[src/rtl/imem_refill_resp_pkg.sv]
// Shared state encoding and sizing helpers for the I-cache line-refill responder.
package imem_resp_pkg;

   localparam int WORD_W = 32;

   typedef enum logic [1:0] {
      IDLE  = 2'd0,
      ISSUE = 2'd1,
      DRAIN = 2'd2,
      READY = 2'd3
   } state_t;

   function automatic int line_w(input int line_words);
      return line_words * WORD_W;
   endfunction

   function automatic int idx_w(input int line_words);
      return $clog2(line_words);
   endfunction

endpackage

[src/rtl/imem_refill_resp_if.sv]
// Refill handshake between the I-cache controller (master) and the memory-side responder (slave).
interface imem_refill_resp_if
   import imem_resp_pkg::*;
#(
   parameter int LINE_WORDS = 8
);

   logic                            mem_r;
   logic [31:0]                     mem_addr;
   logic                            buf_flush;
   logic                            mem_ready;
   logic [line_w(LINE_WORDS)-1:0]   mem_rdata;

   modport master (
      output mem_r,
      output mem_addr,
      output buf_flush,
      input  mem_ready,
      input  mem_rdata
   );

   modport slave (
      input  mem_r,
      input  mem_addr,
      input  buf_flush,
      output mem_ready,
      output mem_rdata
   );

endinterface

[src/rtl/imem_refill_resp_lat_pipe.sv]
// RAM_LAT-deep pipe of {valid, word index}; its tail marks the cycle a RAM word is capturable.
module refill_lat_pipe #(
   parameter int RAM_LAT = 1,
   parameter int IDX_W   = 3
) (
   input  logic             clk,
   input  logic             rst,
   input  logic             flush,
   input  logic             in_valid,
   input  logic [IDX_W-1:0] in_idx,
   output logic             out_valid,
   output logic [IDX_W-1:0] out_idx
);

   logic [RAM_LAT-1:0] vld_r;
   logic [IDX_W-1:0]   idx_r [RAM_LAT];

   // Shift the issued word index alongside the RAM read latency; abort drops everything in flight.
   always_ff @(posedge clk) begin
      if (rst || flush) begin
         vld_r <= '0;
         for (int k = 0; k < RAM_LAT; k++) begin
            idx_r[k] <= '0;
         end
      end else begin
         vld_r[0] <= in_valid;
         idx_r[0] <= in_idx;
         for (int k = 1; k < RAM_LAT; k++) begin
            vld_r[k] <= vld_r[k-1];
            idx_r[k] <= idx_r[k-1];
         end
      end
   end

   assign out_valid = vld_r[RAM_LAT-1];
   assign out_idx   = idx_r[RAM_LAT-1];

endmodule

[src/rtl/imem_refill_resp.sv]
// Memory-side responder: reads one aligned line from a fixed-latency RAM and returns it with a
// single-cycle mem_ready pulse. Define IMEM_LINE_BUF_EN to add a one-entry line buffer.
module imem_refill_resp
   import imem_resp_pkg::*;
#(
   parameter int LINE_WORDS = 8,
   parameter int RAM_AW     = 12,
   parameter int RAM_LAT    = 1
) (
   input  logic                clk,
   input  logic                rst,
   imem_refill_resp_if.slave   mem,
   output logic                ram_en,
   output logic [RAM_AW-1:0]   ram_addr,
   input  logic [WORD_W-1:0]   ram_rdata
);

   localparam int IDX_W  = idx_w(LINE_WORDS);
   localparam int LINE_W = line_w(LINE_WORDS);
   localparam logic [IDX_W-1:0] LAST_IDX = IDX_W'(LINE_WORDS - 1);

   state_t              state_r, state_s;
   logic [IDX_W-1:0]    cnt_r, cnt_s, cnt_inc_s;
   logic [RAM_AW-1:0]   base_r, base_s, req_base_s, word_addr_s;
   logic [RAM_AW-1:0]   ram_addr_r, ram_addr_s;
   logic                ram_en_r, ram_en_s;
   logic                ready_r, ready_s;
   logic                abort_s, start_s, done_s, hit_s;
   logic [LINE_W-1:0]   line_r;
   logic                cap_valid_s;
   logic [IDX_W-1:0]    cap_idx_s;
   logic                unused_addr_s;

   assign word_addr_s   = mem.mem_addr[RAM_AW+1:2];
   assign req_base_s    = {word_addr_s[RAM_AW-1:IDX_W], {IDX_W{1'b0}}};
   assign cnt_inc_s     = cnt_r + IDX_W'(1);
   assign unused_addr_s = ^{mem.mem_addr[31:RAM_AW+2], mem.mem_addr[1:0], word_addr_s[IDX_W-1:0]};

   // Next-state and next registered-output decode for the refill FSM.
   always_comb begin
      state_s    = state_r;
      cnt_s      = cnt_r;
      base_s     = base_r;
      ram_en_s   = 1'b0;
      ram_addr_s = ram_addr_r;
      ready_s    = 1'b0;
      abort_s    = 1'b0;
      start_s    = 1'b0;
      done_s     = 1'b0;
      case (state_r)
         IDLE: begin
            if (mem.mem_r && hit_s) begin
               state_s = READY;
               ready_s = 1'b1;
            end else if (mem.mem_r) begin
               state_s    = ISSUE;
               start_s    = 1'b1;
               base_s     = req_base_s;
               cnt_s      = '0;
               ram_en_s   = 1'b1;
               ram_addr_s = req_base_s;
            end else begin
               state_s = IDLE;
            end
         end
         ISSUE: begin
            if (!mem.mem_r) begin
               state_s = IDLE;
               abort_s = 1'b1;
            end else if (cnt_r == LAST_IDX) begin
               state_s = DRAIN;
            end else begin
               cnt_s      = cnt_inc_s;
               ram_en_s   = 1'b1;
               ram_addr_s = base_r + {{(RAM_AW-IDX_W){1'b0}}, cnt_inc_s};
            end
         end
         DRAIN: begin
            if (!mem.mem_r) begin
               state_s = IDLE;
               abort_s = 1'b1;
            end else if (cap_valid_s && (cap_idx_s == LAST_IDX)) begin
               state_s = READY;
               ready_s = 1'b1;
               done_s  = 1'b1;
            end else begin
               state_s = DRAIN;
            end
         end
         READY: begin
            state_s = IDLE;
         end
         default: begin
            state_s = IDLE;
         end
      endcase
   end

   // FSM state, issue counter and the registered RAM/handshake outputs.
   always_ff @(posedge clk) begin
      if (rst) begin
         state_r    <= IDLE;
         cnt_r      <= '0;
         base_r     <= '0;
         ram_en_r   <= 1'b0;
         ram_addr_r <= '0;
         ready_r    <= 1'b0;
      end else begin
         state_r    <= state_s;
         cnt_r      <= cnt_s;
         base_r     <= base_s;
         ram_en_r   <= ram_en_s;
         ram_addr_r <= ram_addr_s;
         ready_r    <= ready_s;
      end
   end

   refill_lat_pipe #(
      .RAM_LAT (RAM_LAT),
      .IDX_W   (IDX_W)
   ) u_lat_pipe (
      .clk       (clk),
      .rst       (rst),
      .flush     (abort_s),
      .in_valid  (ram_en_r),
      .in_idx    (cnt_r),
      .out_valid (cap_valid_s),
      .out_idx   (cap_idx_s)
   );

   // Line register: each returning word lands in the slot carried by the latency pipe.
   always_ff @(posedge clk) begin
      if (rst) begin
         line_r <= '0;
      end else if (cap_valid_s) begin
         line_r[WORD_W*cap_idx_s +: WORD_W] <= ram_rdata;
      end
   end

`ifdef IMEM_LINE_BUF_EN
   logic              buf_valid_r;
   logic [RAM_AW-1:0] buf_base_r;

   assign hit_s = buf_valid_r && (buf_base_r == req_base_s) && !mem.buf_flush;

   // One-entry line buffer; a fill in progress or aborted leaves line_r untrustworthy.
   always_ff @(posedge clk) begin
      if (rst) begin
         buf_valid_r <= 1'b0;
         buf_base_r  <= '0;
      end else if (mem.buf_flush || abort_s || start_s) begin
         buf_valid_r <= 1'b0;
      end else if (done_s) begin
         buf_valid_r <= 1'b1;
         buf_base_r  <= base_r;
      end
   end
`else
   logic unused_flush_s;

   assign hit_s          = 1'b0;
   assign unused_flush_s = mem.buf_flush;
`endif

   assign ram_en        = ram_en_r;
   assign ram_addr      = ram_addr_r;
   assign mem.mem_ready = ready_r;
   assign mem.mem_rdata = line_r;

endmodule
[src/flat_wrapper.sv]
// flat-port wrapper written by rule: the top's interface ports become plain ports
module imem_refill_resp_flat import imem_resp_pkg::*;
#(
   parameter int LINE_WORDS = 8,
   parameter int RAM_AW     = 12,
   parameter int RAM_LAT    = 1
)
  (clk, rst, ram_en, ram_addr, ram_rdata, mem_mem_r, mem_mem_addr, mem_buf_flush, mem_mem_ready, mem_mem_rdata);
  imem_refill_resp_if #(.LINE_WORDS(LINE_WORDS)) mem_i ();
  input  logic clk;
  input  logic rst;
  output logic ram_en;
  output logic [RAM_AW-1:0] ram_addr;
  input  logic [WORD_W-1:0] ram_rdata;
  input wire logic [$bits(mem_i.mem_r)-1:0] mem_mem_r;
  input wire logic [$bits(mem_i.mem_addr)-1:0] mem_mem_addr;
  input wire logic [$bits(mem_i.buf_flush)-1:0] mem_buf_flush;
  output wire logic [$bits(mem_i.mem_ready)-1:0] mem_mem_ready;
  output wire logic [$bits(mem_i.mem_rdata)-1:0] mem_mem_rdata;
  assign mem_i.mem_r = mem_mem_r;
  assign mem_i.mem_addr = mem_mem_addr;
  assign mem_i.buf_flush = mem_buf_flush;
  assign mem_mem_ready = mem_i.mem_ready;
  assign mem_mem_rdata = mem_i.mem_rdata;
  imem_refill_resp #(.LINE_WORDS(LINE_WORDS), .RAM_AW(RAM_AW), .RAM_LAT(RAM_LAT)) u_core (.clk(clk), .rst(rst), .mem(mem_i), .ram_en(ram_en), .ram_addr(ram_addr), .ram_rdata(ram_rdata));
endmodule
[config.mk]
export PLATFORM = sky130hd
export DESIGN_NAME = imem_refill_resp_flat
export DESIGN_NICKNAME = d
export VERILOG_FILES = /design/src/rtl/imem_refill_resp_pkg.sv /design/src/rtl/imem_refill_resp_if.sv /design/src/rtl/imem_refill_resp_lat_pipe.sv /design/src/rtl/imem_refill_resp.sv /design/src/flat_wrapper.sv
export SDC_FILE = /design/constraint.sdc
export NUM_CORES = 1
export LEC_CHECK = 0
export BUFFER_PORTS_ARGS = -buffer_cell sky130_fd_sc_hd__buf_2
export CORE_MARGIN = 1
export CORE_UTILIZATION = 46
export DETAILED_ROUTE_END_ITERATION = 6
export GPL_ROUTABILITY_DRIVEN = 0
export PLACE_DENSITY = 0.7
export SYNTH_ARGS = -nofsm -noshare
export SYNTH_HDL_FRONTEND = slang
export SYNTH_SLANG_ARGS = --single-unit
[constraint.sdc]
create_clock -name clk -period 3.79 [get_ports clk]
set_input_delay 0.379 -clock clk [delete_from_list [all_inputs] [get_ports clk]]
set_output_delay 0.379 -clock clk [all_outputs]
set_load 0.02 [all_outputs]
==> impl_metrics.yaml <==
run_status:
  status: "finished, final reports clean"
routing:
  drc: 0
  totalWireLength_um: 40000
  wire_per_inst_um: 21.7
  vias_per_cell: 5.95
  drtPass1Iterations: 5
  vias: 11000
  drtIter0Drc: 1334
  detail-route-antenna-nets: 0
yosys:
  synth_warnings: 0
  synth_seq_cells: 285
  synthCells: 1275
  synth_largest_area_cell: "dfxtp_1"
  synth_edf_count: 0
  ys_seq_area_share_pct: 49.4
  synth.distinct_cells: 41
  synthArstFlopShare_pct: 0
  synth_area_leaders: "dfxtp_1, mux2i_1, a21oi_1"
  synth_ff_type: "dfxtp_1"
  netlist_area_um2: 11600
  synth_top_area_share_pct: 49.4
  synthesis.nets: 1352
  syn_area_per_cell_um2: 9.06
critical_path:
  cp_slowest_stage_delay_ns: 1.00
  cp.required_ns: 4.23
  critPathCaptureType: "flip-flop"
  cp-start-kind: "flip-flop"
  reg2reg_depth: 6
  crit_buf_inv: 1
  critPathArrivalTime_ns: 3.61
  crit_chain: "inv_1, ha_1, ha_1, nand3b_1, or3_1, mux2i_1"
  crit_fanout: 17
  crit_type: "flip-flop to flip-flop"
  cp_common_cell: "ha_1"
  cp_top_family: "simple AND/OR/NAND/NOR gates"
  crit_cells: 6
  slowest_stage: "or3_1"
cts:
  cts_setup_buffers: 0
  clkTransAtPathRegs_ns: 0.06
  cts_resized: 0
  cts_tree: "built"
  h-tree-depth: 1
  numCtsBuffers: 29
  cts.path.max_buffers: 3
  root_buffer: "clkbuf_16"
  clk_latency_ns: 0.53
  cts_sinks: 285
  postCtsHoldBufs: 0
layout:
  fin_util_pct: 57.6
  multi_input_area_um2: 5300
  regArea_um2: 5710
  fin_nets: 1578
  fill_cells: 2221
  final_area_um2: 14100
  drive_gt1_share_pct: 27.4
  area_growth_pct: 21.9
timing:
  finalCriticalPeriod_ns: 3.17
  clock_skew_ns: 0.00689
  final.setup.tns_ns: 0
  fmax_mhz: 316
  slew_headroom_pct: 26.1
  report.final.slew_viol_count: 0
  rsz0062_at_grt: "false"
  setup_viol: 0
  hold_viol_final: 0
  min_period_over_period_pct: 83.6
  tightest_slew_ns: 1.10
die:
  die_h_um: 161
  ios: 338
  num_rows: 57
  dieWidth_um: 161
  core_area_um2: 24500
  start_util_pct: 47.2
  dieArea_um2: 25800
job:
  cap_viol_max_count: 0
place:
  hpwl_um: 25200
  dpl_cell_area_um2: 13200
  io_buffer_count: 313
pwr:
  peakVddDrop_mv: 0.331
  cellPowerDensity_nw_per_um2: 432
  p_leak_nw: 6.45
  power_mw: 6.09
global_routing:
  track_usage_pct: 29.7
  overflow: 0
  grt_pass1_vias: 10100
  grt_antenna_before_repair: 0
  grt_max_degree: 122
  grt_pass1_wl_um: 59700
hold_path:
  min_path_type: "input pin to flip-flop"
  hold_path_depth: 3
sequential cells by signal (all words and copies together), names as in the netlist:
register                     count
u_core.ram_addr                 12
u_core.mem.mem_rdata           256
u_core.ram_en                    1
u_core.base_r                    9
u_core.state_r                   2
u_core.u_lat_pipe.idx_r          3
u_core.mem.mem_ready             1
u_core.u_lat_pipe.out_valid      1
final cells by class:
type	count	share of cell area, %
flip-flops and latches	285	40.5
multi-input cells	841	37.6
clock inverters	5	0.195
diodes	2	0.0355
clock buffers	46	6.03
well taps	324	2.88
repair buffers	337	12.5
inverters	7	0.222
tightest hold or removal path: cells and delay by family:
kind / cells / cell delay [ns]
and+or+nand+nor: 1 / 0.06
buffers and inverters: 1 / 0.11
AOI/OAI and AO/OA: 1 / 0.05
cell usage in the layout, fill, tap and decap left out, types with 2 or more instances in the layout:
cell type,n
inv_1,6
o211a_1,9
nor2b_1,31
mux2_2,12
o2bb2ai_1,3
nor3_1,2
dfxtp_1,284
clkinv_2,4
o311a_1,30
nand4_1,109
or3_1,3
diode_2,2
nor3b_2,2
nand2_1,149
nor2_2,2
ha_1,9
clkbuf_8,6
buf_2,312
mux2i_1,95
and3b_1,2
a21oi_1,138
clkbuf_1,11
or2_2,2
nor2_1,7
clkbuf_16,29
a41o_1,20
nand3_1,49
o21ai_0,128
a31o_2,10
buf_4,23
o211ai_1,10
report_power, final:
group	internal (mW)	total [mW]	switching (mW)
sequential	3.02	3.04	0.0150
clock	1.52	2.69	1.16
combinational	0.0895	0.365	0.275
through the flow:
stage	hold WS [ns]	std cells	setup slack, ns
after global placement	0.441	1794	0.717
after detailed placement	0.447	1794	0.681
final	0.112	1847	0.622
after global routing	0.106	1845	0.409
after CTS	0.0889	1845	0.662
after floorplan	0.436	1275	0.669
logic make-up after synthesis:
kind of cell             share of synthesized area (%)
adder cells (fa/ha/maj)                          0.974
buffers and inverters                             5.24
AND/OR/NAND/NOR                                   16.6
AO/OA/AOI/OAI                                     18.4
flip-flops                                        49.4
multiplexers                                      9.40
synthesized netlist by cell type (2+ instances only):
cell type  instances
buf_4              4
nand3_1           50
nor3b_1            2
o21ai_0          128
ha_1               9
buf_2             19
nand4_1          109
a21oi_1          138
o211a_1            9
inv_1              6
o2bb2ai_1          3
o311a_1           30
dfxtp_1          285
nor3_1             3
or2_2              2
or3_1              3
and2_1             2
a31o_2            10
nand2b_1           2
buf_1             10
o211ai_1          10
nor2b_1           32
clkbuf_1         108
a41o_1            20
nand2_1          150
nor2_1             9
mux2i_1           95
and3b_1            3
mux2_2            12
path summary, 6_finish.rpt:
kind | from | slack (ns) | endpoint
worst max-delay path | u_core.u_lat_pipe.idx_r[0][1] | 0.62 | u_core.mem.mem_rdata[148]
worst min-delay path | mem_mem_addr[7] | 0.11 | u_core.base_r[5]
worst max register to register | u_core.u_lat_pipe.idx_r[0][1] | 0.62 | u_core.mem.mem_rdata[148]
worst min register to register | u_core.mem.mem_rdata[194] | 0.46 | u_core.mem.mem_rdata[194]
metal layers:
| layer | share of wire, % | routed length (um) | global-route usage [%] |
|---|---|---|---|
| met4 | 3.7 | 1470 | 11.7 |
| met3 | 9.8 | 3920 | 6.82 |
| met2 | 44 | 17800 | 45.5 |
| met1 | 42 | 16800 | 40.3 |
| met5 | 0 | 0 | 0 |
Note: power is estimated with default switching activity, not from simulation.
